File: config.mk
export PLATFORM = sky130hd
export DESIGN_NAME = counter_mod_step
export DESIGN_NICKNAME = d
export VERILOG_FILES = /design/src/rtl/counter_mod_step.sv
export SDC_FILE = /design/constraint.sdc
export NUM_CORES = 1
export LEC_CHECK = 0
export ABC_CLOCK_PERIOD_IN_PS = 3030
export CAP_MARGIN = 25
export CORE_UTILIZATION = 55
export DETAILED_ROUTE_END_ITERATION = 8
export DONT_BUFFER_PORTS = 1
export PLACE_DENSITY = 0.79
export SETUP_SLACK_MARGIN = 0.5
export SLEW_MARGIN = 20
export SYNTH_ARGS = -nofsm -noshare
export SYNTH_HDL_FRONTEND = slang
export SYNTH_SLANG_ARGS = --single-unit
File: constraint.sdc
create_clock -name clk -period 3.03 [get_ports clk]
set_input_delay 0.1515 -clock clk [delete_from_list [all_inputs] [get_ports clk]]
set_output_delay 0.1515 -clock clk [all_outputs]
set_load 0.01 [all_outputs]
File: src/rtl/counter_mod_step.sv
// Up/down counter with programmable modulo limit, variable step, wrap/saturate
// handling, registered terminal-count pulse and sticky over/underflow flag.
module counter_mod_step #(
    parameter int WIDTH  = 8,
    parameter int STEP_W = 4
) (
    input  logic              clk,
    input  logic              rst,
    input  logic              ce,
    input  logic              load_n,
    input  logic              up_down,
    input  logic              sat_mode,
    input  logic [STEP_W-1:0] step,
    input  logic [WIDTH-1:0]  limit,
    input  logic [WIDTH-1:0]  data_load,
    input  logic              clr_ovf,
    output logic [WIDTH-1:0]  count_out,
    output logic              max_count,
    output logic              zero,
    output logic              tc,
    output logic              ovf_sticky
);

    // One guard bit above the wider operand keeps the sum exact.
    localparam int AW = ((WIDTH > STEP_W) ? WIDTH : STEP_W) + 1;

    logic [AW-1:0]    cnt_ext;
    logic [AW-1:0]    lim_ext;
    logic [AW-1:0]    step_ext;
    logic [AW-1:0]    sum;
    logic [AW-1:0]    diff;
    logic [WIDTH-1:0] load_val;
    logic [WIDTH-1:0] nxt_cnt;
    logic             nxt_evt;

    assign cnt_ext  = AW'(count_out);
    assign lim_ext  = AW'(limit);
    assign step_ext = AW'(step);
    assign sum      = cnt_ext + step_ext;
    assign diff     = cnt_ext - step_ext;
    assign load_val = (data_load > limit) ? limit : data_load;

    always_comb begin
        nxt_cnt = count_out;
        nxt_evt = 1'b0;
        if (step_ext == '0) begin
            nxt_cnt = count_out;
        end else if (up_down) begin
            if (sum <= lim_ext) begin
                nxt_cnt = sum[WIDTH-1:0];
            end else begin
                nxt_evt = 1'b1;
                nxt_cnt = sat_mode ? limit : '0;
            end
        end else begin
            if (step_ext > cnt_ext) begin
                nxt_evt = 1'b1;
                nxt_cnt = sat_mode ? '0 : limit;
            end else if (diff > lim_ext) begin
                // Limit dropped below the count: clamp silently.
                nxt_cnt = limit;
            end else begin
                nxt_cnt = diff[WIDTH-1:0];
            end
        end
    end

    always_ff @(posedge clk) begin
        if (!rst) begin
            count_out  <= '0;
            tc         <= 1'b0;
            ovf_sticky <= 1'b0;
        end else if (!load_n) begin
            count_out  <= load_val;
            tc         <= 1'b0;
            ovf_sticky <= ovf_sticky & ~clr_ovf;
        end else if (ce) begin
            count_out  <= nxt_cnt;
            tc         <= nxt_evt;
            ovf_sticky <= nxt_evt | (ovf_sticky & ~clr_ovf);
        end else begin
            tc         <= 1'b0;
            ovf_sticky <= ovf_sticky & ~clr_ovf;
        end
    end

    assign max_count = (count_out == limit);
    assign zero      = (count_out == '0);

endmodule

==> qor.yml <==
worst_setup_path:
  crit_type: "flip-flop to flip-flop"
  critPathSlowestCell: "dfxtp_4"
  max_stage_delay_ps: 400
  endpoint_kind: "flip-flop"
  cp.required_ps: 3200
  start_kind: "flip-flop"
  crit_fanout: 6
  r2r_setup_slack_ps: -210
  worstPathCellList: "inv_4, buf_6, fa_2, nor2b_2, o21ai_2, nand2b_1, xnor2_2, ha_1, a211oi_2, o211ai_1, o211ai_2, a21boi_2, a221o_1, a32o_1"
  cp.arrival_ps: 3410
sta:
  finalSetupViolations: 8
  worst_slew_pin_slew_ps: 881
  post-route-min-period_ps: 3240
  finalCritPeriodShare_pct: 107
  finalSetupTns_ps: -1160
  fmax_mhz: 308
  drv_slew: 0
  clock_skew_ps: 2.14
  rsz0062_at_grt: "true"
  hold_violations: 0
  fin_ws_ps: -214
  slew_headroom_pct: 40.5
pwr:
  swShare_pct: 46.7
  leakagePower_uw: 0.00109
  p_per_area_nw_per_um2: 509
  clkPwrFrac_pct: 9.4
  power_uw: 1370
  irDropWorstVdd_mv: 0.496
  p_int_uw: 728
  seq_power_share_pct: 12.5
  pwr-share-comb_pct: 78.1
  net-switching-power_uw: 639
finish:
  fill_cells: 235
  multi_input_area_um2: 1930
  utilization_pct: 78.6
  final_cell_area_um2: 2690
  nets: 364
  synthToLayoutAreaGrowth_pct: 32.9
  seq_area_um2: 211
  stdcell_count: 348
  drive_gt1_share_pct: 34.4
  diodes: 0
run_status:
  status: "finished with violations"
  violations: "setup timing"
die:
  die-width_um: 62.6
  die_h_um: 62.6
  row_count: 21
  design.portCount: 39
  start_util_pct: 59.2
  core-area_um2: 3420
  die_area_um2: 3920
placement:
  place.gp.congestion: 1.05
  dp_hpwl_mm: 5.68
  dpl_cell_area_um2: 2400
  portBuffers: 0
  dp_cells: 332
flow_run:
  max-cap-violations: 0
routing:
  vias: 2455
  drt_iter0_drc: 290
  ant_nets: 0
  met3_length_um: 835
  viasPerCell: 7.05
  met2_length_mm: 3.30
  routed.top_layer: "met4"
  drcViolationCount: 0
  route.detailed.wl_per_inst_um: 21.4
  drt_pass1_iterations: 6
  met1_length_mm: 3.03
  wirelength_mm: 7.46
global_route:
  grt_pass1_vias: 2340
  grt_pass1_wl_mm: 11.6
  grt_max_degree: 12
  gr-total-overflow: 0
  track_usage_pct: 38.2
  grt_antenna_before_repair: 0
yosys:
  synth_area_um2: 2020
  ys_seq_elements: 10
  yosysWarnings: 0
  synth_edf_count: 0
  synthCells: 262
  synth_ff_type: "dfxtp_1"
  syn_avg_cell_area_um2: 7.71
  synth_cell_types: 63
  yosysSeqAreaShare_pct: 9.91
  synth.net_count: 323
  synthArstFlopShare_pct: 0
cts:
  clkTransAtPathRegs_ps: 80
  cts_tree: "done"
  cts.htree.levels: 1
  max-clock-path-buffers: 2
  clkLatencyLatePin_ps: 280
  cts.sinks: 10
  cts-buffers-inserted: 3
  clock-root-buffer: "clkbuf_4"
min_path:
  hold_class: "primary input to flip-flop"
cell families (layout without fill, tap and decap cells):
kind of cell / after synthesis / in the layout / synth area share (%)
AOI/OAI and AO/OA: 84 / 84 / 31.6
and+or+nand+nor: 82 / 82 / 21.8
adders and majority gates: 34 / 34 / 21.8
buffers and inverters: 33 / 73 / 6.62
xor gates and xnor gates: 18 / 18 / 7.80
DFF: 10 / 10 / 9.91
muxes: 1 / 1 / 0.495
worst paths after layout:
path	end	startpoint	depth (start not counted)
max	count_out[6]	count_out[1]	14
max reg2reg	count_out[6]	count_out[1]	14
min reg2reg	ovf_sticky	ovf_sticky	2
min	count_out[4]	rst	1
registers in the layout, indices dropped and copies added (netlist names):
register    flops
count_out       8
ovf_sticky      1
tc              1
repair_timing:
| action | CTS | global route |
|---|---|---|
| pin swaps | 35 | 19 |
| hold buffers | 2 | 0 |
| resized for setup | 26 | 8 |
| setup endpoints to repair | 10 | 10 |
| endpoints found under the hold margin | 2 | 0 |
| buffers inserted | 7 | 3 |
stage by stage:
step	hold WS [ps]	setup WS, ps
6_report	11.0	-214
5_1_grt	19.1	-312
4_1_cts	23.4	-159
2_1_floorplan	246	-10.5
3_5_place_dp	254	-245
3_3_place_gp	249	-195
worst max-delay path: cells and delay by family, from the launching register on:
family,cells,cell delay [ps]
AO/OA/AOI/OAI,7,1480
XOR/XNOR,1,150
adder cells (fa/ha/maj),2,690
buffers and inverters,2,160
flip-flops,1,400
AND/OR/NAND/NOR,2,260
layout make-up:
type / count / share of cell area, %
inverter: 23 / 3.31
multi-input combinational: 219 / 71.9
sequential: 10 / 7.87
timing repair buffer: 46 / 13.5
tap: 46 / 2.14
clock buffer: 4 / 1.35
placed cells by master (no fill, tap or decap), types with 3 or more instances in the layout:
master / synthesis / layout
o21ai_1: 2 / 3
nor2_1: 10 / 9
and3_1: 3 / 3
buf_6: 1 / 3
dfxtp_1: 10 / 7
nand2b_1: 3 / 3
a221o_1: 3 / 3
a32o_1: 3 / 3
inv_1: 21 / 18
nand4_1: 15 / 15
o311ai_0: 7 / 5
o211ai_1: 4 / 4
a21oi_1: 15 / 11
xnor2_1: 13 / 12
nand3_1: 3 / 3
o21ai_2: 1 / 3
or4_1: 3 / 3
ha_4: 0 / 6
a211oi_2: 0 / 3
dfxtp_4: 0 / 3
ha_1: 32 / 26
buf_4: 0 / 41
xor2_1: 5 / 4
clkbuf_4: 0 / 3
nand2_1: 26 / 24
o22ai_1: 3 / 3
nor2b_1: 6 / 4
a31o_2: 3 / 3
o31ai_1: 6 / 4
a21oi_2: 0 / 4
cells in the mapped netlist (all sizes together), types with 4 or more instances:
| cell type | number | share of area [%] |
|---|---|---|
| ha | 32 | 20 |
| nand2 | 26 | 4.8 |
| inv | 21 | 3.9 |
| a21oi | 15 | 3.7 |
| nand4 | 15 | 4.6 |
| xnor2 | 13 | 5.6 |
| dfxtp | 10 | 9.9 |
| nor2 | 10 | 1.9 |
| o21ai | 8 | 2.2 |
| clkbuf | 7 | 1.4 |
| o311ai | 7 | 3.0 |
| nor2b | 6 | 1.9 |
| o31ai | 6 | 2.2 |
| a211oi | 5 | 1.9 |
| o211ai | 5 | 2.1 |
| xor2 | 5 | 2.2 |
| a31oi | 4 | 1.2 |
| nor3 | 4 | 1.5 |
power by group through the flow:
stage                     logic [uW]  clock network [uW]  registers (uW)
after global routing            1130                 138             172
after detailed placement         863                   0             172
after CTS                        969                 128             170
final                           1070                 129             171
after global placement           852                   0             172
after floorplan                  588                   0             177
per-layer routing:
metal / track usage [%] / vias to the layer above
li1: - / 1094
met1: 50.0 / 1138
met2: 61.5 / 180
met3: 7.12 / 43
met4: 14.5 / 0
met5: 0 / -
Note: power is estimated with default switching activity, not from simulation.
